<file path="src/rtl/counter_arb_pkg.sv">
// Shared types for the counter-increment scheduler: per-channel cell state,
// arbiter FSM state and the PINC/MINC direction encoding driven onto grant_dir.
package counter_arb_pkg;

  // Pending request held by one counter cell.
  typedef enum logic [1:0] {
    CELL_IDLE   = 2'd0,
    CELL_PEND_P = 2'd1,
    CELL_PEND_M = 2'd2
  } cell_state_t;

  // Arbiter: waiting for a cycle boundary, or holding a stolen cycle.
  typedef enum logic {
    FSM_ARB   = 1'b0,
    FSM_STEAL = 1'b1
  } fsm_state_t;

  // Direction of the stolen counter cycle.
  localparam logic DIR_PINC = 1'b0;
  localparam logic DIR_MINC = 1'b1;

endpackage : counter_arb_pkg

</file>
<file path="src/rtl/counter_cell.sv">
// One requester channel: holds a single pending plus/minus request, cancels
// opposite pulses, and flags same-sign pulses that arrive while one is held.
// clear_grant consumes the held request before this edge's pulses are applied.
module counter_cell
  import counter_arb_pkg::*;
(
  input  logic        clk,
  input  logic        rst,
  input  logic        p,
  input  logic        m,
  input  logic        clear_grant,
  input  logic        gojam,
  output cell_state_t state,
  output logic        pending,
  output logic        lost
);

  cell_state_t base_state;
  cell_state_t next_state;
  logic        set_lost;

  // Apply this edge's pulses on top of the state left after any grant consume.
  always_comb begin
    base_state = clear_grant ? CELL_IDLE : state;
    next_state = base_state;
    set_lost   = 1'b0;
    case (base_state)
      CELL_IDLE: begin
        // Both pulses together net to zero and leave the cell idle.
        if (p && !m)      next_state = CELL_PEND_P;
        else if (m && !p) next_state = CELL_PEND_M;
      end
      CELL_PEND_P: begin
        // Both pulses: cancel plus re-arm, which is the same as holding.
        if (m && !p)      next_state = CELL_IDLE;
        else if (p && !m) set_lost   = 1'b1;
      end
      CELL_PEND_M: begin
        if (p && !m)      next_state = CELL_IDLE;
        else if (m && !p) set_lost   = 1'b1;
      end
      default: next_state = CELL_IDLE;
    endcase
  end

  // Cell state and sticky lost flag; gojam clears like reset.
  always_ff @(posedge clk or posedge rst) begin
    if (rst) begin
      state <= CELL_IDLE;
      lost  <= 1'b0;
    end else if (gojam) begin
      state <= CELL_IDLE;
      lost  <= 1'b0;
    end else begin
      state <= next_state;
      lost  <= lost | set_lost;
    end
  end

  // Any held request counts as pending.
  always_comb begin
    pending = (state != CELL_IDLE);
  end

endmodule : counter_cell

</file>
<file path="src/rtl/counter_cell_arbiter.sv">
// Collects counter pulses into per-channel cells and grants the lowest-index
// pending channel to the PINC/MINC stealer on each usable cycle boundary.
// Grant appears one clk after the strobe and is held until ack.
module counter_cell_arbiter
  import counter_arb_pkg::*;
#(
  parameter int                NCH       = 8,
  parameter int                ADDR_W    = 6,
  parameter logic [ADDR_W-1:0] BASE_ADDR = ADDR_W'(6'o32)
) (
  input  logic              clk,
  input  logic              rst,
  input  logic [NCH-1:0]    cnt_p,
  input  logic [NCH-1:0]    cnt_m,
  input  logic              cyc_strobe,
  input  logic              inhibit,
  input  logic              gojam,
  input  logic              ack,
  output logic              grant_valid,
  output logic [ADDR_W-1:0] grant_addr,
  output logic              grant_dir,
  output logic [NCH-1:0]    pending,
  output logic [NCH-1:0]    lost
);

  localparam int IDX_W = (NCH > 1) ? $clog2(NCH) : 1;

  cell_state_t       cell_st [NCH];
  logic [NCH-1:0]    clear_grant;
  logic [IDX_W-1:0]  sel_idx;
  logic              any_pending;
  logic              arb_win;
  logic              take;
  fsm_state_t        state_q;
  fsm_state_t        state_d;

  // Per-channel request cells.
  for (genvar g = 0; g < NCH; g++) begin : g_cell
    counter_cell u_cell (
      .clk         (clk),
      .rst         (rst),
      .p           (cnt_p[g]),
      .m           (cnt_m[g]),
      .clear_grant (clear_grant[g]),
      .gojam       (gojam),
      .state       (cell_st[g]),
      .pending     (pending[g]),
      .lost        (lost[g])
    );
  end

  // Fixed-priority encoder: scanning downward leaves the lowest pending index.
  always_comb begin
    sel_idx     = '0;
    any_pending = |pending;
    for (int i = NCH - 1; i >= 0; i--) begin
      if (pending[i]) sel_idx = IDX_W'(i);
    end
  end

  // A usable boundary: strobe, not inhibited, something waiting.
  always_comb begin
    arb_win = cyc_strobe && !inhibit && any_pending;
  end

  // FSM state register; gojam returns to ARB like reset.
  always_ff @(posedge clk or posedge rst) begin
    if (rst)        state_q <= FSM_ARB;
    else if (gojam) state_q <= FSM_ARB;
    else            state_q <= state_d;
  end

  // FSM next state: strobes are ignored while a steal is outstanding.
  always_comb begin
    state_d = state_q;
    case (state_q)
      FSM_ARB:   if (arb_win) state_d = FSM_STEAL;
      FSM_STEAL: if (ack)     state_d = FSM_ARB;
      default:   state_d = FSM_ARB;
    endcase
  end

  // FSM outputs: grant flag and the one-hot consume of the winning cell.
  always_comb begin
    take        = (state_q == FSM_ARB) && arb_win;
    clear_grant = '0;
    if (take) clear_grant[sel_idx] = 1'b1;
    grant_valid = (state_q == FSM_STEAL);
  end

  // Latch the winner's address and direction on the grant edge; held after ack.
  always_ff @(posedge clk or posedge rst) begin
    if (rst) begin
      grant_addr <= '0;
      grant_dir  <= DIR_PINC;
    end else if (gojam) begin
      grant_addr <= '0;
      grant_dir  <= DIR_PINC;
    end else if (take) begin
      grant_addr <= BASE_ADDR + ADDR_W'(sel_idx);
      grant_dir  <= (cell_st[sel_idx] == CELL_PEND_M) ? DIR_MINC : DIR_PINC;
    end
  end

endmodule : counter_cell_arbiter

</file>
<file path="config.mk">
export PLATFORM = sky130hd
export DESIGN_NAME = counter_cell_arbiter
export DESIGN_NICKNAME = d
export VERILOG_FILES = /design/src/rtl/counter_arb_pkg.sv /design/src/rtl/counter_cell.sv /design/src/rtl/counter_cell_arbiter.sv
export SDC_FILE = /design/constraint.sdc
export NUM_CORES = 1
export LEC_CHECK = 0
export BUFFER_PORTS_ARGS = -buffer_cell sky130_fd_sc_hd__buf_2
export CORE_MARGIN = 3
export CORE_UTILIZATION = 60
export DETAILED_ROUTE_END_ITERATION = 10
export PLACE_DENSITY = 0.9
export REMOVE_ABC_BUFFERS = 1
export SLEW_MARGIN = 20
export SYNTH_ARGS = -nofsm -noshare
export SYNTH_HDL_FRONTEND = slang
export SYNTH_SLANG_ARGS = --single-unit
</file>
<file path="constraint.sdc">
create_clock -name clk -period 5.1 [get_ports clk]
set_input_delay 0.765 -clock clk [delete_from_list [all_inputs] [get_ports clk]]
set_output_delay 0.765 -clock clk [all_outputs]
set_load 0.005 [all_outputs]
</file>
==> results of run 1 <==
-- where the power goes --
part	leakage (nW)	switching [mW]	internal, mW
logic	1.13	0.182	0.129
registers	0.421	0.0199	0.264
clock network	0.0515	0.0939	0.123
total	1.60	0.296	0.516
-- stage by stage --
| stage | util | worst slack, ps |
|---|---|---|
| after floorplan | - | 2210 |
| after global placement | 0.661 | 2030 |
| after detailed placement | 0.661 | 1850 |
| after CTS | 0.684 | 1800 |
| after global routing | 0.684 | 1540 |
| final | 0.684 | 1740 |
-- layout by cell type (no fill, tap or decap), types with 2 or more instances in the layout --
cell type,instances
nor2_1,56
buf_2,45
ha_1,36
inv_1,32
dfrtp_1,31
nand2_1,23
a21oi_1,14
nand2b_1,11
nor2b_1,11
o22ai_1,9
o21bai_1,8
o21ai_0,8
o211ai_1,8
nand3b_1,7
o311ai_0,7
clkbuf_8,7
nand3_1,6
mux2i_1,4
o21ai_1,4
a211o_1,4
or2_2,3
nand2_2,3
a2bb2oi_1,2
a21oi_2,2
o22ai_2,2
a22oi_1,2
nor4b_1,2
-- layout make-up --
cell class | count | share of cell area
sequential | 31 | 0.257
clock buffer | 8 | 0.0332
multi-input combinational | 250 | 0.571
tap | 52 | 0.0216
inverter | 32 | 0.0398
timing repair buffer | 46 | 0.0771
-- cells by family after synthesis --
kind of cell / synth area share
AND/OR/NAND/NOR: 0.247
AO/OA/AOI/OAI: 0.197
buffers and inverters: 0.101
adder cells (fa/ha/maj): 0.162
flip-flops: 0.279
multiplexers: 0.0144
-- tightest hold or removal path: cells and delay by family, from the launching register on --
family           cells  cell delay [ps]
flip-flops           1              340
AND/OR/NAND/NOR      2              120
-- path summary, 6_finish.rpt --
| kind | from | end |
|---|---|---|
| max reg2reg | g_cell[5].u_cell.state[0] | g_cell[1].u_cell.state[0] |
| min in group asynchronous | rst | g_cell[7].u_cell.state[1] |
| min | g_cell[4].u_cell.lost | g_cell[4].u_cell.lost |
| max in group asynchronous | rst | g_cell[3].u_cell.state[1] |
| min reg2reg | g_cell[4].u_cell.lost | g_cell[4].u_cell.lost |
| max | g_cell[5].u_cell.state[0] | g_cell[1].u_cell.state[0] |
-- registers in the layout, summed over array words and instances, names as in the netlist --
| register | cells |
|---|---|
| g_cell.u_cell.lost | 8 |
| g_cell.u_cell.state | 16 |
| grant_valid | 1 |
| grant_dir | 1 |
| grant_addr | 5 |
-- per-layer routing --
layer | wire, um | vias up
li1 | - | 1205
met1 | 2610 | 1134
met2 | 3060 | 89
met3 | 328 | 14
met4 | 121 | 0
met5 | 0 | -
==> summary.txt, run 1 <==
WHS Path Cells - 2
Die width - 74.1 um
Fill count - 350
Number of global-route vias before repair - 2281
Critical Path AT - 3500 ps
Peak supply drop - 141 uV
Fmax - 298 MHz
Pre-Repair DR Iteration Count - 5
FP Rows - 24
Met3 usage - 0.0419
EDFF count, synth - 0
Post_cts resized - 0
GR Util All Layers - 0.235
RSZ-0062 raised after global routing - false
Final Skew - 4.00 ps
Placed cell count - 411
Final non-filler cell total - 419
Mean area per synthesized cell - 8.30 um2
Top area cells in the synthesized netlist - dfrtp_1 28%, ha_1 16%, nor2_1 7.6%
Post-place instance area - 2920 um2
Final instance area - 3020 um2
Final ANT Viol Nets - 0
NumNets Final - 424
Cell count after synthesis - 335
First-pass GRT wire length - 10000 um
Layout area overhead - 8.50%
Die Footprint - 5490 um2
Critical Path Fanout Max - 5
CTS buffer count - 5
CTS Buffer Depth - 2
Routability cong. - 0.911
Overall Power - 0.813 mW
Post-DR vias/cell - 5.83
Worst Tran Pin Value - 697 ps
Clk_lat worst skew - 290 ps
Fin crit share - 0.659
Netlist cell types - 46
CP top delay family - simple AND/OR/NAND/NOR gates
Worst slew margin - 0.523
Critical path buffers and inverters - 2
Footprint of the multi-input gates - 1720 um2
Via count - 2442
# diodes - 0
CP Cell Sequence - or4_1 -> nand3b_1 -> and2b_1 -> inv_1 -> ha_1 -> nand2_2 -> o21ai_0 -> inv_1 -> ha_1 -> o311ai_0 -> o22ai_1
Hold Buf Count CTS - 0
Die Y - 74.1 um
Fin. Hold Viols - 0
Met1 Usage GRT - 0.293
Status - finished, final reports clean
Pwr Density - 269 nW/um2
# setup viols final - 0
Synth cell count leaders - 56 x nor2_1, 36 x ha_1, 32 x inv_1
Register-to-Register Path Depth - 11
CTS Sinks - 31
Register bit total from synthesis - 31
Stages on the worst setup path - 11
Critical Path Source Type - flop
Critical path class - flop to flop
Hold Path Class - flop to flop
CP required - 5240 ps
Register area - 776 um2
Synth Flop Type - dfrtp_1
Initial Utilization - 0.630
Crit path capture type - flop
IO Count - 46
Clk root buf - clkbuf_8
PortBufs - 45
Avg WL per Cell - 14.6 um
Total grt overflow - 0
Cell accounting for the most synthesized area - dfrtp_1
Sequential cell area fraction in the yosys report - 0.279
FF-to-FF setup slack - 1740 ps
Met2 Usage GRT - 0.392
Post-Syn Area - 2780 um2
Max Cap Viol - 0
Largest net degree at the start of global routing - 32
TNS Setup - 0 ps
Total core area - 4410 um2
Post-route DRC - 0
Initial antenna violation count - 0
Largest stage delay, worst path - 580 ps
Setup Buffers After CTS - 0
Fraction of layout instances using a drive strength above 1 - 0.188
GRT busiest layer - met2
Final wirelength - 6120 um
CTS tree - yes
Min Clock Period, post-route - 3360 ps
WHS - 489 ps
Cell with the most instances after synthesis - nor2_1
YS warnings - 0
Synth async-reset ratio - 1.00
Slowest cell on crit path - or4_1
H-tree depth - 2
DP Wirelength - 4520 um
Final Max Tran Viols - 0
Clock Pin Slew Worst Setup and Hold Paths - 70 ps
Yosys top cell area share - 0.279
Leak - 1.60 nW
Initial DRC Count - 161
(Power assumes the default switching activity.)
==> run 2: changes to the inputs <==
- CORE_UTILIZATION: 60 -> 52
- PLACE_DENSITY: 0.9 -> 0.83
- clock period: 5.1 -> 2.8 ns (I/O delays scaled with it)
==> summary.txt, run 2 (synthesized netlist as in run 1, its figures left out) <==
Status - complete, but fails checks
Violated checks - negative setup slack
Clk_lat worst skew - 290 ps
Final ANT Viol Nets - 0
Initial Utilization - 0.563
Final Max Tran Viols - 0
Min Clock Period, post-route - 2830 ps
Total grt overflow - 0
Most frequent cells in the layout - 49 x nor2_1, 45 x buf_2, 31 x dfrtp_1
Largest stage delay, worst path - 530 ps
Post-route DRC - 0
Die Footprint - 6260 um2
Pre-Repair DR Iteration Count - 4
Critical path class - flop to flop
Initial antenna violation count - 0
Critical Path Source Type - flop
Slowest cell on crit path - or4_4
First-pass GRT wire length - 10100 um
IO Count - 46
Via count - 2553
CTS Buffer Depth - 2
Most numerous cell on the critical path - buf_4
Pwr Density - 498 nW/um2
Avg WL per Cell - 14.6 um
DP Wirelength - 4590 um
Clk root buf - clkbuf_8
Die Y - 79.1 um
Layout area overhead - 27.6%
Post-place instance area - 3100 um2
Fin crit share - 1.01
Worst setup margin - -33.1 ps
GR Util All Layers - 0.199
Final wirelength - 6720 um
Fraction of layout instances using a drive strength above 1 - 0.391
Critical Path AT - 3030 ps
RSZ-0062 raised after global routing - true
Reg2reg start - g_cell[0].u_cell.state[1]
Clock Pin Slew Worst Setup and Hold Paths - 70 ps
CTS Sinks - 31
NumNets Final - 451
Max Cap Viol - 0
Fill count - 366
Final Skew - 6.06 ps
# diodes - 0
Final instance area - 3550 um2
CP required - 3000 ps
FP Rows - 25
Reg with most FFs - g_cell.u_cell.state
Hold Path Class - primary input to asynchronous set/reset pin
Die width - 79.1 um
H-tree depth - 2
Number of global-route vias before repair - 2301
Worst slew margin - 0.602
Routability cong. - 0.894
Critical Path Fanout Max - 4
Hold Buf Count CTS - 0
# setup viols final - 3
Max reg flops - 16
CTS buffer count - 5
CP Cell Sequence - or4_4 -> nand2b_4 -> and2b_2 -> buf_4 -> ha_2 -> nand3_2 -> nand2_4 -> inv_1 -> buf_4 -> ha_1 -> nor2_2 -> nand2_1 -> o22ai_1
Fin. Hold Viols - 0
WHS - 204 ps
CP startpoint - g_cell[0].u_cell.state[1]
Largest net degree at the start of global routing - 32
Commonest non-fill, non-tap cell in the layout - nor2_1
Total core area - 4940 um2
Initial DRC Count - 138
Post-DR vias/cell - 5.54
Leak - 1.74 nW
PortBufs - 45
Crit path capture type - flop
Fmax - 353 MHz
Biggest regs - g_cell.u_cell.state: 16 flops, g_cell.u_cell.lost: 8 flops, grant_addr: 5 flops
Peak supply drop - 319 uV
CTS tree - yes
Worst Tran Pin Value - 582 ps
[run 2: cell types whose count changed in the layout (fill, tap and decap cells not counted), moves of 8 or more]
cell / delta
ha_1: -21
nand2_1: -11
buf_4: +24
ha_4: +9
ha_2: +12
inv_1: -9
inv_2: +8
[run 2: through the flow]
step	utilization	setup slack (ps)	power, mW	TNS [ps]	cells
global placement	0.628	-31.3	1.12	-80.4	448
finish	0.718	-33.1	1.77	-57.3	461
CTS	0.661	1.35	1.64	0	457
floorplan	-	-94.2	0.925	-171	313
global route	0.718	-206	1.88	-1480	461
detailed placement	0.628	-187	1.14	-1140	448
[run 2: final timing paths]
check                      slack, ps                         to  depth (start not counted)
max                              -30  g_cell[5].u_cell.state[1]                         13
min                              200      g_cell[7].u_cell.lost                          3
max reg2reg                      -30  g_cell[5].u_cell.state[1]                         13
min reg2reg                      490      g_cell[6].u_cell.lost                          2
max in group asynchronous       2290      g_cell[0].u_cell.lost                          3
min in group clk                 460  g_cell[1].u_cell.state[1]                          3
[run 2: what timing repair did]
action / in CTS / in global routing
pin swaps: 6 / 24
setup endpoints to repair: 19 / 20
buffers inserted: 1 / 4
gates resized for setup: 21 / 70
[run 2: layout make-up]
cell class	count	area (um2)	share of cell area
clock inverters	2	35.0	0.00987
flip-flops and latches	31	776	0.219
clock buffers	6	82.6	0.0233
multi-input cells	250	2000	0.564
inverters	32	123	0.0345
repair buffers	73	447	0.126
well taps	67	83.8	0.0236
[run 2: report_power, final]
| part | total (mW) | internal (mW) | switching [mW] |
|---|---|---|---|
| logic | 0.791 | 0.366 | 0.424 |
| clock network | 0.461 | 0.288 | 0.173 |
| registers | 0.515 | 0.481 | 0.0343 |
[run 2: metal layers]
metal,part of all wire,global-route usage,vias to the layer above
met5,0,0,-
met4,0.018,0.0619,0
met3,0.049,0.0408,10
met2,0.49,0.329,67
met1,0.45,0.261,1221
li1,-,-,1255
[run 2: critical path: cells and delay by family, from the launching register on]
kind,cells,cell delay [ps]
flops,1,380
compound gates,1,190
fa+ha+maj,2,380
buf+inv,3,340
simple gates,7,1460
